[src/rtl/wb_arbiter_pkg.sv]
// rtl/wb_arbiter_pkg.sv - shared widths and result-entry type for the GPR write-back arbiter
//
// Purpose: default data/address widths, register count and the {rd, data}
// result entry carried through the mul/div result buffer.
// Ports: none (package).

package wb_arbiter_pkg;

    localparam int WB_DATA_W = 32;
    localparam int WB_ADDR_W = 5;
    localparam int NUM_GPR   = 32;

    typedef struct packed {
        logic [WB_ADDR_W-1:0] rd;
        logic [WB_DATA_W-1:0] data;
    } wb_entry_t;

    localparam int WB_ENTRY_W = $bits(wb_entry_t);

endpackage

[src/rtl/wb_arbiter_fifo.sv]
// rtl/wb_arbiter_fifo.sv - synchronous FIFO buffering mul/div results awaiting write-back
//
// Purpose: small power-of-2 FIFO with first-word-fall-through head.
// Ports:
//   clk, reset          clock, synchronous active-low reset (empties the FIFO)
//   push, push_entry    write an entry (caller guarantees !full)
//   pop                 drop the head entry (caller guarantees !empty)
//   full, empty         occupancy flags
//   head                oldest entry, valid while !empty

module wb_fifo #(
    parameter int WIDTH = 37,
    parameter int DEPTH = 2
) (
    input  logic             clk,
    input  logic             reset,
    input  logic             push,
    input  logic [WIDTH-1:0] push_entry,
    input  logic             pop,
    output logic             full,
    output logic             empty,
    output logic [WIDTH-1:0] head
);

    localparam int AW = $clog2(DEPTH);
    localparam int CW = $clog2(DEPTH) + 1;
    localparam logic [CW-1:0] FULL_CNT = CW'(DEPTH);

    logic [WIDTH-1:0] mem [DEPTH];
    logic [AW-1:0]    wr_ptr;
    logic [AW-1:0]    rd_ptr;
    logic [CW-1:0]    count;

    assign full  = (count == FULL_CNT);
    assign empty = (count == '0);
    assign head  = mem[rd_ptr];

    // Storage is not reset: pointers and count define validity.
    always_ff @(posedge clk) begin
        if (push) begin
            mem[wr_ptr] <= push_entry;
        end
    end

    always_ff @(posedge clk) begin
        if (!reset) begin
            wr_ptr <= '0;
            rd_ptr <= '0;
            count  <= '0;
        end else begin
            if (push) begin
                wr_ptr <= wr_ptr + AW'(1);
            end
            if (pop) begin
                rd_ptr <= rd_ptr + AW'(1);
            end
            if (push && !pop) begin
                count <= count + CW'(1);
            end else if (pop && !push) begin
                count <= count - CW'(1);
            end
        end
    end

endmodule

[src/rtl/wb_arbiter.sv]
// rtl/wb_arbiter.sv - GPR write-port arbiter merging pipeline and mul/div results
//
// Purpose: sole driver of the register-file write port. The in-order pipeline
// has priority; mul/div results queue in wb_fifo and get a forced slot after
// STARVE_MAX consecutive pipeline wins. Tracks GPRs awaiting mul/div results.
// Ports:
//   clk, reset                        clock, synchronous active-low reset
//   pipe_we, pipe_rd, pipe_data       pipeline result
//   pipe_stall                        pipeline must hold its result this cycle
//   md_issue, md_issue_rd             mul/div issue (marks destination busy)
//   md_valid, md_rd, md_data, md_ready  mul/div result handshake
//   regwrite, rd, writedata           registered register-file write port
//   busy                              per-GPR pending mul/div scoreboard
//   issue_conflict                    pulse: issue to an already busy GPR

module wb_arbiter
    import wb_arbiter_pkg::*;
#(
    parameter int DATA_W     = WB_DATA_W,
    parameter int ADDR_W     = WB_ADDR_W,
    parameter int FIFO_DEPTH = 2,
    parameter int STARVE_MAX = 4
) (
    input  logic                 clk,
    input  logic                 reset,
    input  logic                 pipe_we,
    input  logic [ADDR_W-1:0]    pipe_rd,
    input  logic [DATA_W-1:0]    pipe_data,
    output logic                 pipe_stall,
    input  logic                 md_issue,
    input  logic [ADDR_W-1:0]    md_issue_rd,
    input  logic                 md_valid,
    input  logic [ADDR_W-1:0]    md_rd,
    input  logic [DATA_W-1:0]    md_data,
    output logic                 md_ready,
    output logic                 regwrite,
    output logic [ADDR_W-1:0]    rd,
    output logic [DATA_W-1:0]    writedata,
    output logic [2**ADDR_W-1:0] busy,
    output logic                 issue_conflict
);

    localparam int EW = ADDR_W + DATA_W;
    localparam int SW = $clog2(STARVE_MAX + 1);
    localparam logic [SW-1:0] SMAX = SW'(STARVE_MAX);

    logic              fifo_full;
    logic              fifo_empty;
    logic [EW-1:0]     fifo_head;
    logic              fifo_push;
    logic              fifo_pop;
    logic [ADDR_W-1:0] head_rd;
    logic [DATA_W-1:0] head_data;

    logic [SW-1:0]        starve;
    logic [SW-1:0]        starve_n;
    logic                 sel_we;
    logic [ADDR_W-1:0]    sel_rd;
    logic [DATA_W-1:0]    sel_data;
    logic                 pipe_valid;
    logic [2**ADDR_W-1:0] busy_n;

    assign md_ready   = !fifo_full;
    assign fifo_push  = md_valid && !fifo_full;
    assign head_rd    = fifo_head[EW-1:DATA_W];
    assign head_data  = fifo_head[DATA_W-1:0];
    // A pipeline write to r0 is indistinguishable from an idle pipeline.
    assign pipe_valid = pipe_we && (pipe_rd != '0);
    assign pipe_stall = !fifo_empty && (starve == SMAX);

    wb_fifo #(
        .WIDTH (EW),
        .DEPTH (FIFO_DEPTH)
    ) u_fifo (
        .clk        (clk),
        .reset      (reset),
        .push       (fifo_push),
        .push_entry ({md_rd, md_data}),
        .pop        (fifo_pop),
        .full       (fifo_full),
        .empty      (fifo_empty),
        .head       (fifo_head)
    );

    always_comb begin
        sel_we   = 1'b0;
        sel_rd   = head_rd;
        sel_data = head_data;
        fifo_pop = 1'b0;
        starve_n = '0;
        if (pipe_stall) begin
            fifo_pop = 1'b1;
            sel_we   = (head_rd != '0);
        end else if (pipe_valid) begin
            sel_we   = 1'b1;
            sel_rd   = pipe_rd;
            sel_data = pipe_data;
            // Only pipeline wins over a waiting mul/div result count as starvation.
            if (!fifo_empty) begin
                starve_n = (starve == SMAX) ? starve : starve + SW'(1);
            end
        end else if (!fifo_empty) begin
            fifo_pop = 1'b1;
            sel_we   = (head_rd != '0);
        end
    end

    // Clear on pop first so a same-cycle issue to the same register wins.
    always_comb begin
        busy_n = busy;
        if (fifo_pop && (head_rd != '0)) begin
            busy_n[head_rd] = 1'b0;
        end
        if (md_issue && (md_issue_rd != '0)) begin
            busy_n[md_issue_rd] = 1'b1;
        end
    end

    always_ff @(posedge clk) begin
        if (!reset) begin
            regwrite       <= 1'b0;
            rd             <= '0;
            writedata      <= '0;
            busy           <= '0;
            issue_conflict <= 1'b0;
            starve         <= '0;
        end else begin
            regwrite <= sel_we;
            if (sel_we) begin
                rd        <= sel_rd;
                writedata <= sel_data;
            end
            busy           <= busy_n;
            issue_conflict <= md_issue && (md_issue_rd != '0) && busy[md_issue_rd];
            starve         <= starve_n;
        end
    end

endmodule

[config.mk]
export PLATFORM = sky130hd
export DESIGN_NAME = wb_arbiter
export DESIGN_NICKNAME = d
export VERILOG_FILES = /design/src/rtl/wb_arbiter_pkg.sv /design/src/rtl/wb_arbiter_fifo.sv /design/src/rtl/wb_arbiter.sv
export SDC_FILE = /design/constraint.sdc
export NUM_CORES = 1
export LEC_CHECK = 0
export CAP_MARGIN = 20
export CORE_MARGIN = 5
export CORE_UTILIZATION = 45
export CTS_CLUSTER_DIAMETER = 40
export CTS_CLUSTER_SIZE = 14
export DETAILED_ROUTE_END_ITERATION = 7
export PLACE_DENSITY = 0.78
export SLEW_MARGIN = 20
export SYNTH_ARGS = -nofsm -noshare
export SYNTH_HDL_FRONTEND = slang
export SYNTH_SLANG_ARGS = --single-unit
[constraint.sdc]
create_clock -name clk -period 2.7 [get_ports clk]
set_clock_uncertainty 0.1 [all_clocks]
set_input_delay 0.27 -clock clk [delete_from_list [all_inputs] [get_ports clk]]
set_output_delay 0.27 -clock clk [all_outputs]
set_load 0.02 [all_outputs]
Yosys cells after proc, flatten, opt, wreduce, memory -nomap -nowiden
Memory sizes are Yosys's and may differ from the RTL's. A register that Yosys moved wholly into a read port is not among the register bits. Index checks and enable logic that the tools add are counted.

Flip-flop bits (word level): 78. Latch bits: 0. RAM bits: 74. ROM bits: 0. Input port bits: 84. Output and inout bits: 73. Word-level logic and storage cells: 70. Memories: 1.

Memories: u_fifo.mem (depth 2, width 37, read ports 1, clocked after Yosys merged registers in 1, write ports 1, RTL line wb_arbiter_fifo.sv:29) `logic [WIDTH-1:0] mem [DEPTH];`.

Add/subtract/negate cells: 5. Multipliers: 0. Div/mod/pow operators: 0. Magnitude comparators: 4. Equality and inequality tests: 2. Shifts and indexed selects: 0. Mux-type cells: 24. Bitwise gates (word level): 5. Reductions and logical operators: 20.

Operators by type and width (number): 32-bit 2-to-1 mux (4); 32-bit bitwise AND (1); 32-bit inverter (1); 32-bit bitwise OR (1); 5-bit nonzero test (3); 1-bit 2-to-1 mux (13); 5-bit by 6-bit < comparator with 1-bit output (second input constant) (2); 1-bit demux with 5-bit select (2); 5-bit by 1-bit greater-or-equal comparator with 1-bit output (second input constant) (2); 1-bit logical AND (10); 5-bit 2-to-1 mux (2); 1-bit binary-select mux with 5-bit select (1); 1-bit logical NOT (4); 2-bit 2-to-1 mux (2); 4-bit OR reduction (1); 3-bit by 1-bit adder with 3-bit output (second input constant) (1); 3-bit == test (second input constant) (1); 1-bit adder (second input constant) (2); 2-bit by 1-bit adder with 2-bit output (second input constant) (1); 2-bit == test (second input constant) (1); 2-bit logical NOT (1); 1-bit inverter (2); 2-bit nonzero test (1); 2-bit by 1-bit subtractor with 2-bit output (second input constant) (1).

Longest topological paths before layout
Gate-level depths: netlist of the first run.

Depth in word-level cells: 9. Gate-level depth with buffers: 10. Depth with buffers taken out: 10.

Hierarchy
A second synthesis of the first run with hierarchy kept.

Cells, all modules: 499. Area total of the unflattened synthesis: 6601.3 µm².

By module, submodules not included: wb_arbiter (times used 1, cells an instance 362, area an instance 3704.8 µm², seq. area each 1481.4 µm²); wb_fifo (times used 1, cells an instance 137, area an instance 2896.5 µm², seq. area each 2322.2 µm²).

Worst setup path before layout of the first run
OpenSTA, ideal clock, no wires.

Path kind: reg-to-reg. Start point: register u_fifo.count[0]. End point: memory u_fifo.mem[0][0] (enable). Library setup time: 433 ps. Arrival time: 2386 ps. Data required time: 2167 ps. Setup slack: -218 ps. Cell stages (with the launch flop): 4. Path buffers: 0. Clock period less this slack: 2918 ps. Cell sequence: dfxtp_1 > nand2b_1 > nand2_1 > nor2_1.

Longest elaborated chain between the ends: 5.

RTL lines: from (decl) (RTL line wb_arbiter_fifo.sv:32) `logic [CW-1:0] count;`; from (signal assigned) (RTL line wb_arbiter_fifo.sv:58) `count <= count + CW'(1);`; from (signal assigned) (RTL line wb_arbiter_fifo.sv:60) `count <= count - CW'(1);`; 2-bit == test (RTL line wb_arbiter_fifo.sv:34) `assign full = (count == FULL_CNT);`; 1-bit logical NOT; via md_ready (RTL line wb_arbiter.sv:35) `output logic md_ready,`; 1-bit logical AND (RTL line wb_arbiter.sv:64) `assign fifo_push = md_valid && !fifo_full;`; 1-bit 2-to-1 mux (RTL line wb_arbiter_fifo.sv:40) `if (push) begin`; 1-bit 2-to-1 mux (implied by the code) (RTL line wb_arbiter_fifo.sv:41) `mem[wr_ptr] <= push_entry;`; to (decl) (RTL line wb_arbiter_fifo.sv:29).

The timed path passes the listed nets, and every way through them passes these cells.

Final worst setup path of the first run
Start point: input port pipe_rd[2]. End point: register u_fifo.count[1].

Longest elaborated chain between the ends: 7. Elaborated cells on any way between the ends: 9. Classes of those cells: 3 x mux; 6 x reduce/logical.

RTL lines: from (decl) (RTL line wb_arbiter.sv:27) `input logic [ADDR_W-1:0] pipe_rd,`; 5-bit nonzero test * (RTL line wb_arbiter.sv:68) `assign pipe_valid = pipe_we && (pipe_rd != '0);`; 1-bit logical AND * (RTL line wb_arbiter.sv:68); 1-bit 2-to-1 mux * (RTL line wb_arbiter.sv:94) `end else if (pipe_valid) begin`; 1-bit 2-to-1 mux * (RTL line wb_arbiter.sv:91) `if (pipe_stall) begin`; 1-bit logical NOT (RTL line wb_arbiter_fifo.sv:57) `if (push && !pop) begin`; 1-bit logical AND (RTL line wb_arbiter_fifo.sv:57); 2-bit 2-to-1 mux or 2-bit nonzero test (tied branches).

Mark *: on every way between the ends. The rest lies on a longest branch, timed or not. A chain may end at the register's enable or synchronous reset.

==> metrics.md, run 1 <==
| Metric | Value |
|---|---|
| Outcome | finished clean |
| Switch share | 28.4% |
| First-pass GRT wire length | 26600 um |
| Initial core utilization | 45.8% |
| Gate power share | 27.4% |
| Synth Register Bits | 153 |
| Hold/Removal Path Class | in -> reg |
| Area growth, synth to finish | 38.6% |
| Period utilization | 85.7% |
| Number of max-cap violations | 0 |
| CTS Hold Buffers Added | 0 |
| Post-synthesis sequential area ratio | 59.9% |
| Die area | 16600 sq um |
| Kind of cell adding the most delay to the critical path | simple AND/OR/NAND/NOR gates |
| Clk Latency, worst-skew pair | 0.42 ns |
| Rows | 43 |
| Die span in y | 129 um |
| Commonest non-fill, non-tap cell in the layout | clkdlybuf4s50_1 |
| Post-CTS sizing | 0 |
| Initial antenna violation count | 1 |
| DRC viols | 0 |
| Grt total ovfl | 0 |
| Max Used Layer | met5 |
| Leak | 3.17 nW |
| Unrepaired setup endpoints after global routing | no |
| Critical Path RT | 2.94 ns |
| Mapped Avg Cell Area | 12.1 sq um |
| Clock Tree Root | clkbuf_16 |
| Post-DP HPWL | 11700 um |
| Final hold vios | 0 |
| GPL Wtd Cong | 0.854 |
| H-tree levels | 4 |
| Min Clock Period, post-route | 2.31 ns |
| Endpoint of the worst hold path | writedata[11] |
| Ant. Diodes | 0 |
| Mapped Nets | 614 |
| Yosys top cell by area | edfxtp_1 |
| Worst path max stage delay | 0.57 ns |
| Slew margin rel. | 47.8% |
| Crit-path cells | clkdlybuf4s50_1, or4_4, o211ai_2, and2_4, inv_2, ha_1, or3_1, a21boi_0 |
| Clk slew on worst S/H paths | 0.06 ns |
| Crit-path slowest cell | or4_4 |
| Clk buf depth | 2 |
| Vias | 5013 |
| Most frequent cells in the layout | clkdlybuf4s50_1, dfxtp_1, edfxtp_1 |
| CTS tree | yes |
| Worst Tran Pin Value | 0.779 ns |
| DRT iter0 DRCs | 396 |
| Routed Antenna Nets | 0 |
| Crit Path Category | in -> reg |
| Synth Cell Area | 6350 sq um |
| Share of cells above drive strength 1 | 14.2% |
| TNS Setup | 0 ns |
| CP endpoint kind | flop |
| Flop pwr share | 39.2% |
| Critical R2R Launch | starve[0] |
| # clock sinks | 153 |
| Pwr dens | 835 nW/um^2 |
| Top_reg_cell synth | dfxtp_1 |
| Final Power | 7.35 mW |
| CTS Buf Count | 17 |
| Total Routing Usage GR | 20.6% |
| Arrival @ worst endpoint | 2.55 ns |
| Worst-path maximum fanout | 5 |
| Largest net degree at the start of global routing | 39 |
| Number of global-route vias before repair | 5176 |
| Fmax | 0.432 GHz |
| Slew Limit Fails | 0 |
| Initial DRT Pass Iterations | 5 |
| DRT met1 WL | 6650 um |
| Routed wire length | 16800 um |
| EDFF count, synth | 74 |
| Worst hold start | pipe_data[11] |
| Yosys top cell area share | 35.0% |
| # Post-CTS Setup Buffers | 0 |
| Power Internal | 5.26 mW |
| Clock power frac | 33.5% |
| WHS Path Cells | 3 |
| # port buffers | 156 |
| Worst Setup Start Kind | input port |
| Met2 routed WL | 8060 um |
| Crit Reg-Reg Endpoint | u_fifo.count[1] |
| Core ar. | 13900 sq um |
| Vias/cell | 5.66 |
| Io pins | 157 |
| Chip width | 129 um |
| Hold Slack | 0.303 ns |
| Ranking of synthesized cells by area | edfxtp_1, dfxtp_1, mux2_2, mux2i_1, o21ai_0 |
| Peak VDD IR | 588 uV |
| Reg2reg path depth | 9 |
| Unique masters post-synth | 53 |
| Final setup vio count | 0 |
| R2R setup slack | 0.60 ns |
| Layout fillers | 1068 |
| Nets | 779 |
| Buffers and inverters on the worst path | 2 |
| Synth warnings | 0 |
| Met3 WL | 1680 um |
| Post-DR wirelength/cell | 18.9 um |
| Ys async rst share | 0% |
| Post-Syn Instances | 527 |
| Psw | 2.09 mW |
## state kept, by name, indices dropped and copies added, names as in the netlist, 2 cells and up, named ones only
signal        count
busy             32
starve            3
u_fifo.mem       74
rd                5
writedata        32
u_fifo.count      2
## layout make-up
type                    instances  area, sq um  area share, %
clock buffers                  22          464           5.27
clock inverters                10          150           1.71
inverters                       8         30.0          0.341
multi-input cells             337         2380           27.0
flip-flops and latches        153         3800           43.2
well taps                     180          225           2.56
repair buffers                175         1750           19.9
## through the flow
stage | worst slack, ns | util, % | std cells | instance area [sq um]
6_report | 0.386 | 63.4 | 885 | 8800
5_1_grt | 0.325 | 63.4 | 885 | 8800
4_1_cts | 0.400 | 63.4 | 885 | 8800
3_5_place_dp | -0.0271 | 59.0 | 853 | 8190
3_3_place_gp | 0.0573 | 59.0 | 853 | 8190
2_1_floorplan | 0.400 | - | 527 | 6360
## synth_stat cells (all sizes together), types with 7 or more instances
library cell,count
and2,7
o21ai,69
nor2,17
dfxtp,79
mux2i,36
o311ai,22
mux2,35
nand3,15
nor3,13
clkbuf,19
a21boi,9
nand2,56
inv,8
buf,10
edfxtp,74
## worst max path at each step
| stage | cells past startpoint | slack, ns | from | end |
|---|---|---|---|---|
| final | 8 | 0.39 | pipe_rd[2] | u_fifo.count[1] |
| after global routing | 8 | 0.32 | pipe_rd[2] | u_fifo.count[1] |
| after CTS | 8 | 0.40 | pipe_rd[2] | u_fifo.count[1] |
| after detailed placement | 8 | -0.03 | pipe_rd[2] | u_fifo.count[1] |
| after global placement | 8 | 0.06 | pipe_rd[2] | u_fifo.count[1] |
| after floorplan | 3 | 0.40 | u_fifo.count[0] | u_fifo.mem[0][0] |
## power by group through the flow
stage	logic (mW)	registers, mW	clock network, mW
6_report	2.01	2.88	2.46
5_1_grt	2.15	2.91	2.60
4_1_cts	2.02	2.88	2.49
3_5_place_dp	2.01	2.92	0
3_3_place_gp	1.97	2.91	0
2_1_floorplan	1.20	3.01	0
## cells by family (layout without fill, tap and decap cells)
family                   count (synthesis)  after routing  synth area share (%)
flip-flops                             153            153                  59.9
adder cells (fa/ha/maj)                  3              3                 0.591
AND/OR/NAND/NOR                        132            132                  9.95
AO/OA/AOI/OAI                          122            122                  12.2
XOR/XNOR                                 3              3                 0.414
buffers and inverters                   37            215                  2.95
multiplexers                            77             77                  14.1
## worst min-delay path, delay by kind of cell
kind,cells,cell delay (ns)
AO/OA/AOI/OAI,1,0.05
buffers and inverters,1,0.39
AND/OR/NAND/NOR,1,0.05
## metal layers
metal,up-vias,global-route usage [%]
li1,2319,-
met1,2389,24.4
met2,260,34.0
met3,43,7.85
met4,2,7.78
met5,-,0
Note: power is estimated with default switching activity, not from simulation.
==> inputs of run 2 (changes only) <==
--- a/config.mk
+++ b/config.mk
@@ -6,12 +6,14 @@
 export NUM_CORES = 1
 export LEC_CHECK = 0
 export CAP_MARGIN = 20
+export CELL_PAD_IN_SITES_DETAIL_PLACEMENT = 0
+export CELL_PAD_IN_SITES_GLOBAL_PLACEMENT = 1
 export CORE_MARGIN = 5
-export CORE_UTILIZATION = 45
+export CORE_UTILIZATION = 35
 export CTS_CLUSTER_DIAMETER = 40
 export CTS_CLUSTER_SIZE = 14
 export DETAILED_ROUTE_END_ITERATION = 7
-export PLACE_DENSITY = 0.78
+export PLACE_DENSITY = 0.77
 export SLEW_MARGIN = 20
 export SYNTH_ARGS = -nofsm -noshare
 export SYNTH_HDL_FRONTEND = slang
==> constraint.sdc (replaced) <==
create_clock -name clk -period 2.1 [get_ports clk]
set_clock_uncertainty 0.1 [all_clocks]
set_input_delay 0.21 -clock clk [delete_from_list [all_inputs] [get_ports clk]]
set_output_delay 0.21 -clock clk [all_outputs]
set_load 0.02 [all_outputs]
==> run 2 against run 1 <==
Net effect: combinational power up 33%; first-iteration DRC count down 31%; sequential power is 29% higher; register-to-register slack worse by 0.45 ns; largest cell class unchanged.
==> metrics.md, run 2 (synthesis gave the netlist of run 1 again) <==
| Metric | Value |
|---|---|
| Outcome | finished clean |
| Initial core utilization | 35.5% (-10 points) |
| Arrival @ worst endpoint | 2.26 ns (-0.29 ns) |
| Worst Setup Start Kind | input port |
| Clock power frac | 31.4% (-2.1 points) |
| Worst hold start | pipe_rd[4] |
| Slew margin rel. | 62.5% (+15 points) |
| Crit Path Category | in -> reg |
| GPL Wtd Cong | 0.858 (+0.54%) |
| DRC viols | 0 (unchanged) |
| Flop pwr share | 39.9% (+0.7 points) |
| Clk buf depth | 2 (unchanged) |
| Largest reg by FF count | u_fifo.mem |
| DRT met1 WL | 7310 um (+10%) |
| Period utilization | 96.1% |
| H-tree levels | 4 (unchanged) |
| Rows | 49 (+14%) |
| Pwr dens | 1030 nW/um^2 (+23%) |
| Biggest regs | u_fifo.mem: 74 flops, busy: 32 flops, writedata: 32 flops |
| DP Area | 8450 sq um (+3.2%) |
| Hold/Removal Path Class | in -> reg |
| Final hold vios | 0 (unchanged) |
| Initial DRT Pass Iterations | 4 (-1) |
| Multi-input gate area | 2410 sq um (+1.5%) |
| Post-DR wirelength/cell | 17.9 um (-5.7%) |
| Final setup vio count | 0 (unchanged) |
| Die span in y | 145 um (+12%) |
| Number of max-cap violations | 0 (unchanged) |
| Share of cells above drive strength 1 | 18.0% (+3.9 points) |
| Reg2reg path depth | 6 (-3) |
| Met3 WL | 1440 um (-15%) |
| # clock sinks | 153 (unchanged) |
| Vias/cell | 5.12 (-9.7%) |
| WHS Path Cells | 4 (+1) |
| # port buffers | 156 (unchanged) |
| Vias | 4885 (-2.6%) |
| Die area | 20900 sq um (+26%) |
| Layout fillers | 1605 (+50%) |
| Clock Tree Root | clkbuf_16 |
| Core ar. | 17900 sq um (+29%) |
| Nets | 800 (+2.7%) |
| Fmax | 0.496 GHz |
| Hold Slack | 0.111 ns (-0.192 ns) |
| Clk Latency, worst-skew pair | 0.41 ns (about the same) |
| Area growth, synth to finish | 42.6% |
| Switch share | 30.4% (+2.0 points) |
| CTS Buf Count | 17 (unchanged) |
| Chip width | 145 um (+12%) |
| DRT iter0 DRCs | 275 (-31%) |
| CTS Hold Buffers Added | 0 (unchanged) |
| Clk slew on worst S/H paths | 0.07 ns (about the same) |
| Slew Limit Fails | 0 (unchanged) |
| Gate power share | 28.7% (+1.3 points) |
| Number of global-route vias before repair | 5124 (-1.0%) |
| Storage element area | 3810 sq um (about the same) |
| Worst-path maximum fanout | 2 (-3) |
| Final Power | 9.30 mW (+27%) |
| Most frequent cells in the layout | clkdlybuf4s50_1, dfxtp_1, edfxtp_1 |
| Largest net degree at the start of global routing | 39 (unchanged) |
| Grt total ovfl | 0 (unchanged) |
| Max Used Layer | met5 |
| Crit Reg-Reg Endpoint | writedata[24] |
| Total Routing Usage GR | 16.5% (-4.0 points) |
| Max reg flops | 74 (unchanged) |
| Power Internal | 6.48 mW (+23%) |
| Worst Tran Pin Value | 0.556 ns (-0.223 ns) |
| Io pins | 157 (unchanged) |
| Initial antenna violation count | 1 (unchanged) |
| Ant. Diodes | 0 (unchanged) |
| Met2 routed WL | 8180 um (+1.6%) |
| Leak | 3.30 nW (+4.0%) |
| Post-layout util | 50.6% (-13 points) |
| Endpoint of the worst hold path | rd[4] |
| Commonest non-fill, non-tap cell in the layout | clkdlybuf4s50_1 |
| First-pass GRT wire length | 26900 um (+0.83%) |
| Peak VDD IR | 541 uV (-8.0%) |
| CTS tree | yes |
| Min Clock Period, post-route | 2.02 ns |
| Unrepaired setup endpoints after global routing | no |
| Routed Antenna Nets | 0 (unchanged) |
| TNS Setup | 0 ns (unchanged) |
| Routed wire length | 17100 um (+1.8%) |
| Psw | 2.83 mW (+36%) |
| Critical Path RT | 2.35 ns (-0.59 ns) |
| Post-DP HPWL | 12500 um (+6.4%) |
| Finished Cell Area | 9060 sq um (+2.9%) |
| R2R setup slack | 0.15 ns (-0.45 ns) |
| CP endpoint kind | flop |
run 2: layout make-up:
class                   count  area share [%]
inverters                   8           0.331
clock buffers              17            4.70
well taps                 229            3.16
repair buffers            196            21.6
flip-flops and latches    153            42.0
clock inverters            15            1.57
multi-input cells         337            26.6
run 2: power groups by stage:
stage	sequential [mW]	combinational, mW	clock [mW]
after floorplan	3.87	1.56	0
after CTS	3.71	2.68	2.99
after global placement	3.75	2.63	0
after detailed placement	3.77	2.67	0
final	3.71	2.67	2.92
after global routing	3.75	2.87	3.12
run 2: critical path, cell delays in order:
cell and delay (ns):
clkdlybuf4s50_1 0.44, or4_4 0.44, o211ai_2 0.18, and2_4 0.17
inv_2 0.05, ha_4 0.14, xor2_1 0.14, or3_1 0.38
a21boi_1 0.12
run 2: stage by stage:
stage          setup slack [ns]  cells
2_1_floorplan            0.0136    527
3_5_place_dp             -0.444    922
6_report                 0.0824    955
5_1_grt                  0.0157    955
3_3_place_gp             -0.399    922
4_1_cts                 0.00687    954
run 2: timing repair:
item	in CTS	in global routing
endpoints found under the setup margin	2	47
pin swaps	0	4
hold endpoints to repair	0	0
buffers inserted	0	1
resized for setup	2	9
run 2: worst max path at each step:
| stage | startpoint | end |
|---|---|---|
| after floorplan | pipe_rd[2] | u_fifo.count[1] |
| after global placement | pipe_rd[2] | u_fifo.count[1] |
| after detailed placement | pipe_rd[2] | busy[5] |
| after CTS | flop | writedata[15] |
| after global routing | u_fifo.count[0] | md_ready |
| final | pipe_rd[2] | u_fifo.count[1] |
run 2: metal layers:
| layer | GRT usage (%) | vias up |
|---|---|---|
| li1 | - | 2355 |
| met1 | 20.3 | 2335 |
| met2 | 27.3 | 182 |
| met3 | 5.55 | 11 |
| met4 | 5.65 | 2 |
| met5 | 0 | - |
==> inputs of run 3 (changes only) <==
--- a/config.mk
+++ b/config.mk
@@ -9,11 +9,11 @@
 export CELL_PAD_IN_SITES_DETAIL_PLACEMENT = 0
 export CELL_PAD_IN_SITES_GLOBAL_PLACEMENT = 1
 export CORE_MARGIN = 5
-export CORE_UTILIZATION = 35
+export CORE_UTILIZATION = 30
 export CTS_CLUSTER_DIAMETER = 40
 export CTS_CLUSTER_SIZE = 14
 export DETAILED_ROUTE_END_ITERATION = 7
-export PLACE_DENSITY = 0.77
+export PLACE_DENSITY = 0.68
 export SLEW_MARGIN = 20
 export SYNTH_ARGS = -nofsm -noshare
 export SYNTH_HDL_FRONTEND = slang
==> run 3 against run 2 <==
Net effect: clock power is essentially flat; cell area grew 0.75%; clock-buffer cell count grew 5; critical path depth shrank 5; worst hold slack gained 0.049 ns; critical path type is now reg -> reg; highest routed layer unchanged; core utilization shrank 7.0 points; fmax grew 2.8%; power grew 0.70%; global-route usage shrank 1.6 points.
==> metrics.md, run 3 (synthesis gave the netlist of run 1 again) <==
| Metric | Value |
|---|---|
| Io pins | 157 (unchanged) |
| Critical Path RT | 2.29 ns (-0.06 ns) |
| Kind of cell adding the most delay to the critical path | compound AO/OA/AOI/OAI gates |
| Grt total ovfl | 0 (unchanged) |
| Slew Limit Fails | 0 (unchanged) |
| Pwr dens | 1030 nW/um^2 (about the same) |
| Nets | 800 (unchanged) |
| Number of global-route vias before repair | 5201 (+1.5%) |
| Setup ws final | 0.137 ns (+0.0546 ns) |
| Vias | 4937 (+1.1%) |
| Psw | 2.78 mW (-1.7%) |
| Worst path max stage delay | 0.45 ns (about the same) |
| CTS tree | yes |
| DRT iter0 DRCs | 273 (-0.73%) |
| Outcome | finished clean |
| Max reg flops | 74 (unchanged) |
| Finished Cell Area | 9130 sq um (+0.75%) |
| Worst Setup Start Kind | flop |
| Crit Path Category | reg -> reg |
| CTS Buf Count | 17 (unchanged) |
| Biggest regs | u_fifo.mem: 74 flops, busy: 32 flops, writedata: 32 flops |
| Flop pwr share | 39.5% (-0.4 points) |
| Largest net degree at the start of global routing | 39 (unchanged) |
| Unrepaired setup endpoints after global routing | no |
| Leak | 3.30 nW (about the same) |
| Most frequent cells in the layout | clkdlybuf4s50_1, dfxtp_1, edfxtp_1 |
| Layout fillers | 1966 (+22%) |
| # port buffers | 156 (unchanged) |
| Gate power share | 29.3% (+0.6 points) |
| Fmax | 0.509 GHz (+2.8%) |
| Clk slew on worst S/H paths | 0.07 ns (about the same) |
| Period utilization | 93.5% (-2.6 points) |
| Clock power frac | 31.2% (-0.2 points) |
| DRC viols | 0 (unchanged) |
| Largest reg by FF count | u_fifo.mem |
| Area growth, synth to finish | 43.6% |
| Clock Tree Root | clkbuf_16 |
| Hold Slack | 0.160 ns (+0.0491 ns) |
| Die area | 24200 sq um (+15%) |
| H-tree levels | 4 (unchanged) |
| Worst-path maximum fanout | 11 (+9) |
| Ant. Diodes | 0 (unchanged) |
| Post-layout util | 43.6% (-7.0 points) |
| Worst Tran Pin Value | 0.478 ns (-0.0784 ns) |
| Power Internal | 6.59 mW (+1.7%) |
| Arrival @ worst endpoint | 2.15 ns (-0.11 ns) |
| Initial core utilization | 30.3% (-5.2 points) |
| Core ar. | 21000 sq um (+17%) |
| Crit-path cells | mux2_2, nand2b_1, o311ai_1, o21ai_0 |
| Chip width | 156 um (+7.5%) |
| Final hold vios | 0 (unchanged) |
| Peak VDD IR | 668 uV (+23%) |
| Rows | 53 (+8.2%) |
| Clk Latency, worst-skew pair | 0.42 ns (about the same) |
| Initial antenna violation count | 1 (unchanged) |
| Share of cells above drive strength 1 | 17.6% (-0.41 points) |
| Final setup vio count | 0 (unchanged) |
| Die span in y | 156 um (+7.5%) |
| Initial DRT Pass Iterations | 6 (+2) |
| Switch share | 29.7% (-0.71 points) |
| Min Clock Period, post-route | 1.96 ns (-0.0546 ns) |
| Buffers and inverters on the worst path | 0 (-2) |
| DP Worst Slack | -0.462 ns (-0.0184 ns) |
| Vias/cell | 4.93 (-3.6%) |
| CP endpoint kind | flop |
| Post-DP HPWL | 13000 um (+4.2%) |
| Clk buf depth | 2 (unchanged) |
| GPL Wtd Cong | 0.833 (-3.0%) |
| Commonest non-fill, non-tap cell in the layout | clkdlybuf4s50_1 |
| Routed Antenna Nets | 0 (unchanged) |
| Crit-path slowest cell | dfxtp_2 |
| Routed wire length | 17900 um (+5.1%) |
| DP Area | 8510 sq um (+0.68%) |
| Number of max-cap violations | 0 (unchanged) |
| CTS Hold Buffers Added | 0 (unchanged) |
| First-pass GRT wire length | 28300 um (+5.3%) |
| Total Routing Usage GR | 14.9% (-1.6 points) |
| Post-DR wirelength/cell | 17.9 um (+0.24%) |
| Slew margin rel. | 67.8% (+5.3 points) |
| # clock sinks | 153 (unchanged) |
| Hold/Removal Path Class | in -> reg |
-- run 3: cell count changes in the layout (fill, tap and decap cells not counted), sizes merged --
| cell | previous run | this run |
|---|---|---|
| clkbuf | 17 | 22 |
| clkinv | 5 | 6 |
| clkinvlp | 3 | 2 |
| inv | 14 | 9 |
-- run 3: tightest hold or removal path, stage by stage --
cell	delay, ns
dlymetal6s2s_1	0.10
buf_4	0.12
nand3_1	0.10
o211ai_1	0.11
-- run 3: final timing paths --
path | start | end | slack, ns | cells after the start
max | flop | busy[14] | 0.14 | 4
min | pipe_rd[4] | rd[4] | 0.16 | 4
max reg2reg | flop | busy[14] | 0.14 | 4
min reg2reg | starve[0] | starve[0] | 0.37 | 1
-- run 3: metal layers --
layer | track usage (%) | vias up | wire [um]
met5 | 0 | - | 11
met4 | 5.00 | 2 | 253
met3 | 4.80 | 18 | 1510
met2 | 24.1 | 203 | 8450
met1 | 18.9 | 2355 | 7710
li1 | - | 2359 | -
-- run 3: cell type report --
type | count | area (sq um) | share of cell area [%]
Clock inverter | 10 | 95.1 | 1.04
Timing Repair Buffer | 196 | 1960 | 21.5
Inverter | 8 | 30.0 | 0.329
Sequential cell | 153 | 3800 | 41.7
Tap cell | 275 | 344 | 3.77
Multi-Input combinational cell | 337 | 2410 | 26.4
Clock buffer | 22 | 475 | 5.21
-- run 3: metrics by stage --
| step | setup TNS [ns] | power, mW | cells |
|---|---|---|---|
| finish | 0 | 9.37 | 1001 |
| global route | 0 | 9.84 | 1001 |
| CTS | 0 | 9.46 | 1000 |
| detailed placement | -12.18 | 6.50 | 968 |
| global placement | -10.71 | 6.46 | 968 |
| floorplan | 0 | 5.43 | 527 |
-- run 3: repair_timing --
action,in CTS,in global routing
cloned,0,0
pin swaps,0,4
gates resized for setup,3,11
buffers inserted,0,1
setup endpoints to repair,3,33
-- run 3: power by group through the flow --
stage / Combinational (mW) / Sequential (mW) / Clock [mW]
after floorplan: 1.56 / 3.87 / 0
after global placement: 2.71 / 3.75 / 0
after detailed placement: 2.74 / 3.76 / 0
after CTS: 2.76 / 3.70 / 3.00
after global routing: 2.98 / 3.74 / 3.13
final: 2.74 / 3.70 / 2.93
==> patch 1, RTL diff (flow settings as in run 3) <==
Reset style: asynchronous (`reset`), changed in 2 clocked blocks. Comments in the files are not updated.
--- a/src/rtl/wb_arbiter_fifo.sv
+++ b/src/rtl/wb_arbiter_fifo.sv
@@ -44,3 +44,3 @@
 
-    always_ff @(posedge clk) begin
+    always_ff @(posedge clk or negedge reset) begin
         if (!reset) begin
--- a/src/rtl/wb_arbiter.sv
+++ b/src/rtl/wb_arbiter.sv
@@ -118,3 +118,3 @@
 
-    always_ff @(posedge clk) begin
+    always_ff @(posedge clk or negedge reset) begin
         if (!reset) begin
Function: differs if reset is asserted again (counterexample within 4 cycles, from zero or initial values and one cycle with reset low); with reset held inactive, the same outputs for 4 cycles.
==> patch 1 against run 3 <==
Area after synthesis up 3.4%; sequential share of layout area up 2.9 points; combinational power up 85%; final area up 2.6%; wire length up 2.4%; die area up 3.2%; core utilization down 0.39 points; power up 40%; setup slack worse by 38 ps; sequential cell count down 1; clock power up 8.5%; critical endpoint is now busy[30]$_DFF_PN0_; largest cell class unchanged; highest routed layer unchanged.
==> patch 1: results (changes against run 3) <==
outcome -> finished, final reports clean
vias per std cell -> 4.90 (-0.65%)
largest net degree at the start of global routing -> 49 (+26%)
vias in the first global route -> 5344 (+2.7%)
final hold slack -> 214 ps (+54.3 ps)
final routed wire length divided by cell count -> 17.9 um (-0.32%)
Int Power -> 8440 uW (+28%)
gr usage total -> 14.8% (-0.049 points)
GPL Wtd Cong -> 0.815 (-2.1%)
R2R setup slack -> 100 ps (-40 ps)
routing usage on met1 -> 19.7% (+0.82 points)
WL met1 -> 8020 um (+4.1%)
xor-xnor portion of the synthesized cell area -> 0.800% (+0.39 points)
WL met3 -> 1550 um (+2.3%)
top cells by count, synth -> 93 x o21ai_0, 78 x dfrtp_1, 74 x edfxtp_1
Slew headroom -> 66.4% (-1.5 points)
nets@finish -> 822 (+2.8%)
Placed Area -> 8710 um2 (+2.3%)
pre-CTS setup slack -> -302 ps (+160 ps)
Post-synth ARST share -> 51.3% (+51 points)
CP top delay family -> buffers and inverters
largest cells by area after synthesis -> edfxtp_1 34%, dfrtp_1 30%, o21ai_0 7.1%
Critical Path Slowest Stage Cell -> dfrtp_1
adder-cell share of the synthesized area -> 0.571% (-0.019 points)
grt met2 use -> 23.6% (-0.45 points)
first-pass GRT wire length -> 28900 um (+2.3%)
Clk. pwr -> 3180 uW (+8.5%)
HP Class -> in -> async
Worst R2R End -> busy[30]$_DFF_PN0_
R2R cell count -> 10 (+6)
fin crit period -> 2000 ps (+38.4 ps)
-- patch 1: changes by cell type after synthesis, sizes merged, moves of 18 or more --
cell / delta
dfrtp: +78
dfxtp: -79
mux2i: -18
nor2: +32
o21ai: +55
o311ai: -22
-- patch 1: what timing repair did --
item	CTS	global route
setup buffers	0	1
setup endpoints to repair	1	39
hold endpoints to repair	30	0
pin swaps	0	1
hold buffers	1	0
gates resized for setup	1	3
-- patch 1: layout make-up --
type	count	area, um2
Inverter	7	26.3
Clock buffer	18	439
Fill cell	1992	12300
Sequential cell	152	4180
Clock inverter	14	186
Multi-Input combinational cell	364	2240
Timing Repair Buffer	193	1940
Tap cell	280	350
-- patch 1: metrics by stage --
| stage | total power (uW) | cells |
|---|---|---|
| 6_report | 13100 | 1028 |
| 5_1_grt | 13800 | 1028 |
| 4_1_cts | 13200 | 1027 |
| 3_5_place_dp | 9990 | 994 |
| 3_3_place_gp | 9880 | 994 |
| 2_1_floorplan | 7420 | 554 |
==> patch 2, RTL diff (config.mk and constraints of run 3) <==
Without the edit above. Change the parameter `FIFO_DEPTH` from 2 to 4.
--- a/src/rtl/wb_arbiter.sv
+++ b/src/rtl/wb_arbiter.sv
@@ -20,3 +20,3 @@
     parameter int ADDR_W     = WB_ADDR_W,
-    parameter int FIFO_DEPTH = 2,
+    parameter int FIFO_DEPTH = 4,
     parameter int STARVE_MAX = 4
Behaviour: not the same (Yosys sat finds a counterexample within 4 cycles, from zero or initial values and one cycle with reset low).
==> patch 2 against run 3 <==
The run now ends with negative setup slack left; via count grew 51%; final area grew 57%; wire length is 65% higher; power is 75% higher; sequential cell count increased by 78; die area is 54% higher; setup slack got worse by 210 ps; area after synthesis up 59%.
==> patch 2: results (changes against run 3) <==
core box area -> 33400 um2 (+59%)
Slew @ Worst Pin -> 983 ps (+506 ps)
pre-CTS setup slack -> -493 ps (-31.4 ps)
Worst R2R End -> writedata[17]$_SDFFE_PN0P_
met3 Usage GRT -> 3.53% (-1.3 points)
EDFF count, synth -> 148 (+100%)
DPL Wire Length -> 19800 um (+53%)
drt pass-1 iters -> 7 (+1)
final routed wire length divided by cell count -> 20.7 um (+15%)
post-synth net total -> 808 (+32%)
R2R cell count -> 6 (+2)
Total Neg Setup Slack -> -2020 ps (-2020 ps)
Yosys reg bits -> 231 (+51%)
TritonCTS Buffers -> 37 (+20)
grt met2 use -> 25.5% (+1.4 points)
initial antenna violation count -> 2 (+1)
R2R setup slack -> -70 ps (-210 ps)
Initial DRC Count -> 484 (+77%)
first-pass GRT wire length -> 45800 um (+62%)
Vias -> 7450 (+51%)
#MultiIn Comb -> 377 (+12%)
HP Start -> md_data[25]
CP arrival -> 2470 ps (+320 ps)
Top Registers -> u_fifo.mem (148), busy (32), writedata (32)
Worst-Skew Late Latency -> 540 ps (+120 ps)
nets@finish -> 1043 (+30%)
Leak -> 0.00496 uW (+51%)
GPL Wtd Cong -> 0.791 (-5.1%)
multi-input combinational area share -> 25.6% (-0.82 points)
CLK BUF -> 42 (+91%)
diode count -> 1 (+1)
clk tree area frac -> 8.74% (+2.5 points)
multi-input combinational cell area -> 3680 um2 (+52%)
PnR worst setup slack -> -74.8 ps (-212 ps)
hold endpoint -> u_fifo.mem[1][25]$_DFFE_PP_
Final Setup Violations -> 39 (+39)
Slowest Stage Delay on Critical Path -> 560 ps (+110 ps)
outcome -> complete, but fails checks
top cells by count, synth -> 148 x edfxtp_1, 83 x dfxtp_1, 47 x nand2_1
share of cells above drive strength 1 -> 29.2% (+12 points)
gr usage total -> 15.4% (+0.49 points)
final hold slack -> 208 ps (+48.6 ps)
Max clock buf depth -> 3 (+1)
fraction of area in registers -> 42.6% (+0.91 points)
synth unique cells -> 50 (-5.7%)
failing checks -> negative setup slack
Min-Delay Path Depth -> 1 (-3)
Inst Count DP -> 1350 (+39%)
ys flop type -> edfxtp_1
Repair and plain buffers -> 256 (+31%)
largest net degree at the start of global routing -> 61 (+56%)
largest cells by area after synthesis -> edfxtp_1 44%, dfxtp_1 16%, mux4_2 10%
peak supply drop -> 0.679 mV (+1.6%)
Seq/Total Area, Yosys -> 60.6% (+0.72 points)
sequential share of power -> 35.5% (-4.0 points)
FILL cells -> 3079 (+57%)
CP top delay family -> multiplexers
==> patch 2: changes by cell type after synthesis, sizes merged, moves of 37 or more <==
cell	delta
a221oi	+37
a32oi	+38
o21ai	-49
mux4	+39
o221a	+53
inv	+40
edfxtp	+74
==> patch 2: kinds of logic after synthesis <==
| logic type | Yosys count | share of synthesized area (%) |
|---|---|---|
| fa+ha+maj | 8 | 1.07 |
| compound gates | 177 | 15.9 |
| buf+inv | 108 | 4.54 |
| flops | 231 | 60.6 |
| simple gates | 137 | 6.85 |
| mux | 52 | 10.8 |
| xor+xnor | 3 | 0.261 |
==> patch 2: what timing repair did <==
action | in CTS | in global routing
pin swaps | 12 | 15
setup buffers | 6 | 3
cloned | 1 | 0
hold buffers | 1 | 0
gates resized for setup | 25 | 12
endpoints found under the setup margin | 70 | 67
hold endpoints to repair | 4 | 0
